[config.mk]
export PLATFORM = sky130hd
export DESIGN_NAME = uart_tx_word
export DESIGN_NICKNAME = d
export VERILOG_FILES = /design/src/rtl/uart_tx_word.sv
export SDC_FILE = /design/constraint.sdc
export NUM_CORES = 1
export LEC_CHECK = 0
export CORE_MARGIN = 10
export CORE_UTILIZATION = 50
export DETAILED_ROUTE_END_ITERATION = 16
export PLACE_DENSITY_LB_ADDON = 0.05
export SLEW_MARGIN = 5
export SYNTH_ARGS = -nofsm -noshare
export SYNTH_HDL_FRONTEND = slang
export SYNTH_SLANG_ARGS = --single-unit
[constraint.sdc]
create_clock -name clk_capture -period 2.8 [get_ports clk_capture]
set_input_delay 0.56 -clock clk_capture [delete_from_list [all_inputs] [get_ports clk_capture]]
set_output_delay 0.56 -clock clk_capture [all_outputs]
set_load 0.005 [all_outputs]
[src/rtl/uart_tx_word.sv]
// uart_tx_word: sends one 32-bit word as four 8N1 bytes on the UART line.
// Bytes go out least-significant first and each byte is sent LSB-first.
// This matches the byte order of the word-assembling receiver, so a word
// echoed through both blocks comes back bit-identical.
//
// Handshake: a word is accepted on a rising clk_capture edge where
// tx_valid && tx_ready. tx_ready is high only in IDLE. tx_data is sampled on
// that edge only. tx_valid while tx_ready is low is ignored and not queued.
module uart_tx_word #(
    parameter int COUNT_MAX = 5207
) (
    input  logic        clk_capture,
    input  logic        rst_p,
    input  logic        tx_valid,
    input  logic [31:0] tx_data,
    output logic        tx_ready,
    output logic        uart_tx,
    output logic        tx_busy,
    output logic        tx_done,
    output logic [15:0] word_count,
    output logic [1:0]  dbg_state
);

    typedef enum logic [1:0] {
        IDLE  = 2'd0,
        START = 2'd1,
        DATA  = 2'd2,
        STOP  = 2'd3
    } state_t;

    localparam logic [12:0] BAUD_LAST = 13'(COUNT_MAX);

    state_t      state;
    logic [31:0] shift_word;
    logic [1:0]  byte_idx;
    logic [2:0]  bit_idx;
    logic [12:0] baud_cnt;

    logic [7:0]  cur_byte;
    logic [2:0]  next_bit_idx;
    logic        bit_end;

    assign tx_ready  = (state == IDLE);
    assign dbg_state = state;

    // Select the byte being sent and detect the last clock of the current bit.
    always_comb begin
        cur_byte     = 8'h00;
        next_bit_idx = bit_idx + 3'd1;
        bit_end      = (baud_cnt == BAUD_LAST);
        case (byte_idx)
            2'd0:    cur_byte = shift_word[7:0];
            2'd1:    cur_byte = shift_word[15:8];
            2'd2:    cur_byte = shift_word[23:16];
            default: cur_byte = shift_word[31:24];
        endcase
    end

    // Framing FSM. The line level is registered and is set one edge ahead of
    // the bit it represents, so each level holds for exactly COUNT_MAX+1 clocks.
    always_ff @(posedge clk_capture or posedge rst_p) begin
        if (rst_p) begin
            state      <= IDLE;
            shift_word <= 32'h0000_0000;
            byte_idx   <= 2'd0;
            bit_idx    <= 3'd0;
            baud_cnt   <= 13'd0;
            uart_tx    <= 1'b1;
            tx_busy    <= 1'b0;
            tx_done    <= 1'b0;
            word_count <= 16'h0000;
        end else begin
            tx_done <= 1'b0;
            case (state)
                IDLE: begin
                    uart_tx <= 1'b1;
                    if (tx_valid && tx_ready) begin
                        shift_word <= tx_data;
                        byte_idx   <= 2'd0;
                        bit_idx    <= 3'd0;
                        baud_cnt   <= 13'd0;
                        uart_tx    <= 1'b0;
                        tx_busy    <= 1'b1;
                        state      <= START;
                    end
                end
                START: begin
                    if (bit_end) begin
                        baud_cnt <= 13'd0;
                        uart_tx  <= cur_byte[bit_idx];
                        state    <= DATA;
                    end else begin
                        baud_cnt <= baud_cnt + 13'd1;
                    end
                end
                DATA: begin
                    if (bit_end) begin
                        baud_cnt <= 13'd0;
                        if (bit_idx == 3'd7) begin
                            uart_tx <= 1'b1;
                            state   <= STOP;
                        end else begin
                            bit_idx <= next_bit_idx;
                            uart_tx <= cur_byte[next_bit_idx];
                        end
                    end else begin
                        baud_cnt <= baud_cnt + 13'd1;
                    end
                end
                STOP: begin
                    if (bit_end) begin
                        baud_cnt <= 13'd0;
                        if (byte_idx != 2'd3) begin
                            // Next byte starts straight away, no idle gap.
                            byte_idx <= byte_idx + 2'd1;
                            bit_idx  <= 3'd0;
                            uart_tx  <= 1'b0;
                            state    <= START;
                        end else begin
                            uart_tx    <= 1'b1;
                            tx_busy    <= 1'b0;
                            tx_done    <= 1'b1;
                            word_count <= word_count + 16'h0001;
                            state      <= IDLE;
                        end
                    end else begin
                        baud_cnt <= baud_cnt + 13'd1;
                    end
                end
                default: begin
                    state   <= IDLE;
                    uart_tx <= 1'b1;
                end
            endcase
        end
    end

endmodule

# Word-level counts from Yosys, hierarchy flattened
# Index checks and enable logic that the tools add are counted.
# classes
addsub,4
multipliers,0
n_div,0
n_lt_le_gt_ge,2
eq_ne,16
n_shift,0
muxes,38
n_bitwise,1
n_reduce_logical,13
# ops
operator,count
13-bit 2-to-1 mux,2
13-bit one-hot mux with 2 select lines,1
8-bit one-hot mux with 3 select lines,1
16-bit by 1-bit adder with 16-bit output (second input constant),1
2-bit 2-to-1 mux,8
2-bit inequality test (second input constant),8
3-bit 2-to-1 mux,5
1-bit 2-to-1 mux,14
13-bit by 1-bit adder with 13-bit output (second input constant),1
13-bit == test (second input constant),1
3-bit one-hot mux with 3 select lines,1
3-bit by 4-bit < comparator with 1-bit output (second input constant),2
2-bit one-hot mux with 4 select lines,1
4-bit AND reduction,2
1-bit binary-select mux with 3-bit select,2
2-bit == test (second input constant),3
3-bit AND reduction,2
6-bit AND reduction,1
5-bit AND reduction,1
2-bit by 1-bit == test with 1-bit output (second input constant),2
2-bit logical NOT,2
1-bit one-hot mux with 4 select lines,1
2-bit one-hot mux with 2 select lines,1
3-bit by 1-bit adder with 3-bit output (second input constant),1
10 further kinds,10
# word_totals
regBits,71
latch_bits,0
ramBits,0
rom_bits,0
in_bits,35
out_inout_bits,22
mem_count,0

# Depth between registers and ports, before layout
# Gate-level depths: netlist (run 1).
# logic_depth
depth_word,7
mapped_depth,9

# Least setup slack after synthesis (run 1)
# OpenSTA, ideal clock, no wires.
# synth_path
kind,flip-flop to flip-flop
from,register baud_cnt[9]
to,register bit_idx[0]
setup_ps,125
arrival_time_ps,2213
required_ps,2675
path_slack_ps,462
path_stages_with_launch,8
cell_sequence,dfrtp_1 > or4b_1 > or3_1 > buf_6 > nor2_4 > nor2_1 > a2111oi_4 > mux2_4
# synth_via
elab_chain_len,3
# synth_rtl
element,line,rtl
from (decl),37,logic [12:0] baud_cnt;
from (signal assigned),93,baud_cnt <= baud_cnt + 13'd1;
from (signal assigned),107,baud_cnt <= baud_cnt + 13'd1;
from (signal assigned),127,baud_cnt <= baud_cnt + 13'd1;
13-bit == test *,50,bit_end = (baud_cnt == BAUD_LAST);
2-bit inequality test (no source line),n/a,
6-bit AND reduction (no source line) *,n/a,
to (signal assigned),103,bit_idx <= next_bit_idx;
to (decl),36,logic [2:0] bit_idx;
# Mark *: on every way between the ends. The rest lies on a longest branch, timed or not.
# A chain may end at the register's enable or synchronous reset.

# Final worst setup path (run 1)
# Ends and elaborated chain as after synthesis.

==> summary.md, run 1 <==
| Metric | Value |
|---|---|
| Final Cycle Share | `89.8%` |
| Class of the worst hold path | `reg -> reg` |
| Post_cts resized | `0` |
| Mapped Cells | `334` |
| Clock-pin slew on the worst setup and hold paths | `0.08 ns` |
| Post-synthesis sequential area ratio | `49.2%` |
| CTS max path bufs | `2` |
| Required @ worst endpoint | `3.03 ns` |
| First-pass GRT wire length | `13300 um` |
| Slew @ Worst Pin | `0.782 ns` |
| Num CTS Buffers | `9` |
| Crit. End Element | `flip-flop` |
| Full die area | `11000 um^2` |
| Ys flop type | `dfrtp_1` |
| Comb pwr share | `36.0%` |
| #FFs+latches synth | `71` |
| CP Cell Sequence | `or4b_1, or3_1, a21oi_2, nor2_1, a2111oi_4, mux2_4` |
| Tmin final | `2.51 ns` |
| Register-to-register setup slack | `0.29 ns` |
| Switching power | `1.22 mW` |
| Ports | `57` |
| Clock Skew | `0.0108 ns` |
| Post-Syn Nets | `382` |
| Unique masters post-synth | `41` |
| CTS Root Cell | `clkbuf_8` |
| Yosys warning count | `0` |
| Critical R2R Launch | `baud_cnt[9]$_DFFE_PP0N_` |
| Worst-skew pair later-pin latency | `0.34 ns` |
| Hold Path Cell Cnt | `1` |
| RSZ-0062 raised after global routing | `no` |
| Nets@finish | `439` |
| Buf/Inv on CP | `0` |
| Filler Cells Inserted | `569` |
| Total of max-cap violations | `0` |
| H-tree levels | `3` |
| Routed via count | `2649` |
| R2R cell count | `6` |
| Post-synth EDFFs | `0` |
| Pin count of the biggest net entering global routing | `36` |
| Die extent in x | `105 um` |
| Slowest stage delay, CP | `0.54 ns` |
| Vias in the first global route | `2815` |
| Crit path max-delay cell type | `or4b_1` |
| # setup viols final | `0` |
| Clock share of power | `21.0%` |
| Iteration-0 DRC Markers | `124` |
| Share of layout cells above drive strength 1 | `15.7%` |
| Int Pwr | `2.36 mW` |
| Initial Util | `52.3%` |
| CTS sink count | `71` |
| CP Class | `reg -> reg` |
| Hold Path Sink | `word_count[15]$_DFFE_PP0P_` |
| Post CTS Setup Buffer Count | `0` |
| Worst vdd ir | `492 uV` |
| Vias/cell | `5.38` |
| Layout area overhead | `23.4%` |
| Global-route usage over all layers | `14.4%` |
| Setup TNS | `0 ns` |
| Finished Core Util | `64.6%` |
| Worst-path fanout max | `7` |
| Syn avg cell area | `10.8 um^2` |
| Status | `finished clean` |
| Pre-antenna DRT Iters | `4` |
| Sw frac | `34.1%` |
| Worst path arrival time | `2.75 ns` |
| Mapped cell area | `3610 um^2` |
| Delay-heaviest family, CP | `simple AND/OR/NAND/NOR gates` |
| PwrDens | `802 nW/um^2` |
| Pleak | `1.95 nW` |
| Die Ht | `105 um` |
| GR Overflow Total | `0` |
| Fmax | `0.398 GHz` |
| Core ar. | `6910 um^2` |
| CP Launch Type | `flip-flop` |
| ANT cells | `0` |
| Async S/R FF share, synth | `100%` |
| Slew headroom | `47.8%` |
| Sequential share of power | `43.1%` |
| Final wirelength | `7870 um` |
| Routed WL per cell | `16.0 um` |
| Post-CTS Hold Fix Bufs | `0` |
| Final hold vios | `0` |
| Detailed placer's ending HPWL | `5740 um` |
| Antenna-violating nets left | `0` |
| Largest cells by area after synthesis | `dfrtp_1 48%, mux2_2 11%, ha_1 4.5%, xor2_1 2.9%, nand2_1 2.8%` |
| CTS tree | `yes` |
| DRC viols | `0` |
| Final Slew Violations | `0` |
| Share of the synthesized area in the top cell type | `48.5%` |
| Synth area leader | `dfrtp_1` |
| Crit Reg-Reg Endpoint | `bit_idx[0]$_DFFE_PP0P_` |
| Placer Congestion | `0.833` |
| Hold_sp | `word_count[15]$_DFFE_PP0P_` |
| Initial antenna violation count | `0` |
| Placement Rows | `30` |
| I/O Buffers | `56` |
==> placed cells by master, fill, tap and decap left out, types with 3 or more instances in the layout <==
cell type,count
nand3_1,14
nand4_1,8
mux2_2,34
xor2_1,12
o31ai_1,3
dfrtp_1,70
a22o_1,3
o21ai_0,12
a21oi_1,10
and3_1,7
nor2b_1,7
nand2b_1,4
xnor2_1,10
ha_1,13
clkbuf_8,10
inv_1,15
nand2_1,27
clkdlybuf4s50_1,56
a222oi_1,5
mux2i_1,8
and4_1,3
a22oi_1,4
or3_1,3
nor2_1,27
buf_4,4
a32oi_1,3
==> power groups by stage <==
stage | sequential [mW] | clock (mW) | combinational (mW)
after global routing | 1.58 | 0.806 | 1.43
after floorplan | 1.49 | 0 | 0.974
after global placement | 1.54 | 0 | 1.26
after detailed placement | 1.56 | 0 | 1.30
final | 1.54 | 0.750 | 1.29
after CTS | 1.54 | 0.768 | 1.30
==> worst register-to-register path: stages (launching register included) <==
cell	delay, ns
dfrtp_1	0.39
or4b_1	0.54
or3_1	0.54
a21oi_2	0.20
nor2_1	0.08
a2111oi_4	0.32
mux2_4	0.34
==> cell usage after synthesis, types with 8 or more instances <==
library cell,count
a21oi_1,10
clkbuf_1,8
dfrtp_1,70
ha_1,13
inv_1,16
mux2_2,34
mux2i_1,8
nand2_1,27
nand3_1,14
nand4_1,8
nor2_1,27
o21ai_0,12
xnor2_1,10
xor2_1,12
==> routing by layer <==
layer  part of all wire (%)  GRT usage [%]  vias to the layer above  routed length [um]
li1                       -              -                     1296                   -
met1                     45           17.6                     1298                3560
met2                     50           23.9                       44                3900
met3                    3.7           3.44                       11                 291
met4                    1.5           5.98                        0                 119
met5                      0              0                        -                   0
==> registers in the layout, summed over array words and instances (netlist names) <==
signal / count
word_count: 16
uart_tx: 1
tx_done: 1
byte_idx: 2
baud_cnt: 13
tx_busy: 1
dbg_state: 2
shift_word: 32
bit_idx: 3
==> per-stage QoR <==
step                      std cells  setup WS [ns]  cell area (um^2)  total power, mW  hold slack (ns)
after floorplan                 334          0.445              3610             2.47            0.465
after global placement          476          0.338              4280             2.80            0.460
after detailed placement        476          0.303              4280             2.86            0.465
after CTS                       492          0.295              4460             3.61            0.478
after global routing            492          0.187              4460             3.82            0.504
final                           492          0.286              4460             3.58            0.469
==> kinds of logic (layout without fill, tap and decap cells) <==
logic type | after synthesis | count (layout) | synth area share [%]
buf+inv | 31 | 93 | 3.50
flops | 71 | 71 | 49.2
xor+xnor | 22 | 22 | 5.33
mux | 43 | 43 | 13.2
compound gates | 45 | 45 | 9.00
simple gates | 109 | 109 | 15.3
fa+ha+maj | 13 | 13 | 4.50
==> worst max-delay path by stage <==
stage | cells past startpoint | slack, ns | to | start
after floorplan | 1 | 0.45 | baud_cnt[0]$_DFFE_PP0N_ | rst_p
after global placement | 6 | 0.34 | bit_idx[0]$_DFFE_PP0P_ | baud_cnt[9]$_DFFE_PP0N_
after detailed placement | 6 | 0.30 | bit_idx[0]$_DFFE_PP0P_ | baud_cnt[9]$_DFFE_PP0N_
after CTS | 6 | 0.30 | bit_idx[0]$_DFFE_PP0P_ | baud_cnt[9]$_DFFE_PP0N_
after global routing | 6 | 0.19 | word_count[12]$_DFFE_PP0P_ | baud_cnt[9]$_DFFE_PP0N_
final | 6 | 0.29 | bit_idx[0]$_DFFE_PP0P_ | baud_cnt[9]$_DFFE_PP0N_
==> final cells by class <==
| class | instances | area [um^2] | area share, % |
|---|---|---|---|
| clock buffer | 10 | 138 | 3.09 |
| sequential | 71 | 1780 | 39.9 |
| multi-input combinational | 232 | 1710 | 38.4 |
| inverter | 16 | 60.1 | 1.35 |
| clock inverter | 6 | 42.5 | 0.954 |
| tap | 96 | 120 | 2.69 |
| timing repair buffer | 61 | 611 | 13.7 |
(Power assumes the default switching activity.)
==> inputs of run 2 (changes only) <==
CELL_PAD_IN_SITES_DETAIL_PLACEMENT = 0   (was default)
CELL_PAD_IN_SITES_GLOBAL_PLACEMENT = 1   (was default)
CORE_UTILIZATION = 42   (was 50)
==> run 2 against run 1 <==
Wire length grew 2.1%. Largest cell class unchanged. Total power grew 5.2%. Sequential share of layout area shrank 0.52 points. Utilization shrank 10 points. Flip-flop and latch count is the same. Highest routed layer unchanged. Critical path type unchanged. Combinational power is essentially flat. Cell count grew 2.0%. Clock power grew 23%. Global-route usage shrank 1.7 points.
==> summary.md, run 2 (synthesis gave the netlist of run 1 again) <==
| Metric | Value |
|---|---|
| Final Slew Violations | `0 (unchanged)` |
| Slew @ Worst Pin | `0.588 ns (-0.195 ns)` |
| Final hold vios | `0 (unchanged)` |
| R2R cell count | `6 (unchanged)` |
| Switching power | `1.24 mW (+1.6%)` |
| Vias/cell | `5.18 (-3.7%)` |
| Required @ worst endpoint | `3.05 ns (+0.02 ns)` |
| Post CTS Setup Buffer Count | `0 (unchanged)` |
| Total of max-cap violations | `0 (unchanged)` |
| Routed via count | `2602 (-1.8%)` |
| Die Ht | `113 um (+7.4%)` |
| Pin count of the biggest net entering global routing | `72 (+100%)` |
| Fmax | `0.397 GHz (-0.21%)` |
| Setup TNS | `0 ns (unchanged)` |
| Pre-antenna DRT Iters | `4 (unchanged)` |
| Worst vdd ir | `373 uV (-24%)` |
| Comb pwr share | `34.3% (-1.7 points)` |
| Clock Skew | `0.0161 ns (+0.00522 ns)` |
| Global-route usage over all layers | `12.8% (-1.7 points)` |
| Critical R2R Launch | `baud_cnt[9]$_DFFE_PP0N_` |
| Initial Util | `43.6% (-8.8 points)` |
| Clock share of power | `24.6% (+3.6 points)` |
| GR Overflow Total | `0 (unchanged)` |
| ANT cells | `0 (unchanged)` |
| CP Launch Type | `flip-flop` |
| # setup viols final | `0 (unchanged)` |
| Num CTS Buffers | `9 (unchanged)` |
| Class of the worst hold path | `reg -> reg` |
| First-pass GRT wire length | `13500 um (+1.2%)` |
| Post-CTS Hold Fix Bufs | `0 (unchanged)` |
| PwrDens | `833 nW/um^2 (+3.9%)` |
| Full die area | `12700 um^2 (+15%)` |
| Crit. End Element | `flip-flop` |
| Nets@finish | `440 (+0.23%)` |
| Register-to-register setup slack | `0.28 ns (about the same)` |
| Post_cts resized | `0 (unchanged)` |
| Most common cell after layout, fill and taps aside | `dfrtp_1` |
| Sequential share of power | `41.1% (-2.0 points)` |
| DRC viols | `0 (unchanged)` |
| Placer Congestion | `0.812 (-2.5%)` |
| Worst path arrival time | `2.77 ns (+0.02 ns)` |
| Critical path launch point | `baud_cnt[9]$_DFFE_PP0N_` |
| Iteration-0 DRC Markers | `119 (-4.0%)` |
| Slew headroom | `60.8% (+13 points)` |
| CP Capture Point | `bit_idx[0]$_DFFE_PP0P_` |
| Sw frac | `32.9% (-1.2 points)` |
| Hold Path Cell Cnt | `1 (unchanged)` |
| Status | `finished clean` |
| Placement Rows | `33 (+10%)` |
| Routed WL per cell | `16.0 um (about the same)` |
| Die extent in x | `113 um (+7.4%)` |
| Top Registers | `shift_word x32, word_count x16, baud_cnt x13` |
| I/O Buffers | `56 (unchanged)` |
| Commonest cells after routing, fill and taps aside | `70 x dfrtp_1, 56 x clkdlybuf4s50_1, 34 x mux2_2, 27 x nand2_1, 27 x nor2_1` |
| Core ar. | `8300 um^2 (+20%)` |
| Layout area overhead | `25.0%` |
| Final Cycle Share | `90.0% (+0.19 points)` |
| Crit Reg-Reg Endpoint | `bit_idx[0]$_DFFE_PP0P_` |
| Initial antenna violation count | `0 (unchanged)` |
| Pleak | `1.97 nW (+1.0%)` |
| Clock-pin slew on the worst setup and hold paths | `0.08 ns (about the same)` |
| Share of layout cells above drive strength 1 | `15.6% (-0.039 points)` |
| Largest register FFs | `32 (unchanged)` |
| Vias in the first global route | `2732 (-2.9%)` |
| Final wirelength | `8030 um (+2.1%)` |
| CTS sink count | `71 (unchanged)` |
| CTS max path bufs | `2 (unchanged)` |
| Most flops, register | `shift_word` |
| Int Pwr | `2.53 mW (+7.1%)` |
| Final instance area | `4520 um^2 (+1.3%)` |
| CTS tree | `yes` |
| Post-DP Area | `4300 um^2 (+0.44%)` |
| RSZ-0062 raised after global routing | `no` |
| Antenna-violating nets left | `0 (unchanged)` |
| Worst-path fanout max | `7 (unchanged)` |
| Worst-skew pair later-pin latency | `0.36 ns (+0.02 ns)` |
| Detailed placer's ending HPWL | `5850 um (+1.8%)` |
| CP Class | `reg -> reg` |
| Ports | `57 (unchanged)` |
| H-tree levels | `3 (unchanged)` |
| Tmin final | `2.52 ns (+0.00527 ns)` |
| CTS Root Cell | `clkbuf_8` |
## run 2: changes by cell type in the layout (fill, tap and decap cells not counted)
cell       change
buf_4          +1
clkinv_2       -2
clkbuf_8       -1
clkbuf_1       +1
inv_6          -1
clkinv_4       +1
bufinv_16      +2
## run 2: power by group through the flow
stage / Clock [mW] / Sequential [mW] / Combinational, mW
6_report: 0.926 / 1.55 / 1.29
5_1_grt: 0.992 / 1.58 / 1.46
4_1_cts: 0.951 / 1.55 / 1.32
3_5_place_dp: 0 / 1.57 / 1.32
3_3_place_gp: 0 / 1.55 / 1.31
2_1_floorplan: 0 / 1.49 / 0.974
## run 2: stage by stage
| stage | setup WS, ns | hold slack (ns) | total power [mW] | util, % | cells |
|---|---|---|---|---|---|
| 6_report | 0.280 | 0.479 | 3.77 | 54.4 | 502 |
| 5_1_grt | 0.106 | 0.495 | 4.03 | 54.4 | 502 |
| 2_1_floorplan | 0.445 | 0.465 | 2.47 | - | 334 |
| 3_3_place_gp | 0.337 | 0.472 | 2.86 | 51.8 | 486 |
| 3_5_place_dp | 0.294 | 0.475 | 2.89 | 51.8 | 486 |
| 4_1_cts | 0.275 | 0.486 | 3.82 | 54.4 | 502 |
## run 2: routing by layer
layer | track usage [%] | share of wire (%)
met5 | 0 | 0
met4 | 5.33 | 1.7
met3 | 3.22 | 4.7
met2 | 20.2 | 48
met1 | 16.2 | 45
## run 2: worst max-delay path, cell delays in order (launching register included)
cell,delay [ns]
dfrtp_1,0.40
or4b_1,0.55
or3_1,0.54
nor2_4,0.19
nor2_1,0.09
a2111oi_4,0.31
mux2_4,0.33
## run 2: worst min path at each step
stage | to | start | slack [ns]
after floorplan | baud_cnt[1]$_DFFE_PP0N_ | baud_cnt[1]$_DFFE_PP0N_ | 0.46
after global placement | word_count[15]$_DFFE_PP0P_ | word_count[15]$_DFFE_PP0P_ | 0.47
after detailed placement | word_count[15]$_DFFE_PP0P_ | word_count[15]$_DFFE_PP0P_ | 0.48
after CTS | word_count[15]$_DFFE_PP0P_ | word_count[15]$_DFFE_PP0P_ | 0.49
after global routing | word_count[15]$_DFFE_PP0P_ | word_count[15]$_DFFE_PP0P_ | 0.49
final | word_count[15]$_DFFE_PP0P_ | word_count[15]$_DFFE_PP0P_ | 0.48
## run 2: layout make-up
cell class	instances	area (um^2)
fillers	753	3780
well taps	105	131
flip-flops and latches	71	1780
clock buffers	10	128
inverters	16	60.1
repair buffers	62	618
multi-input cells	232	1710
clock inverters	6	92.6
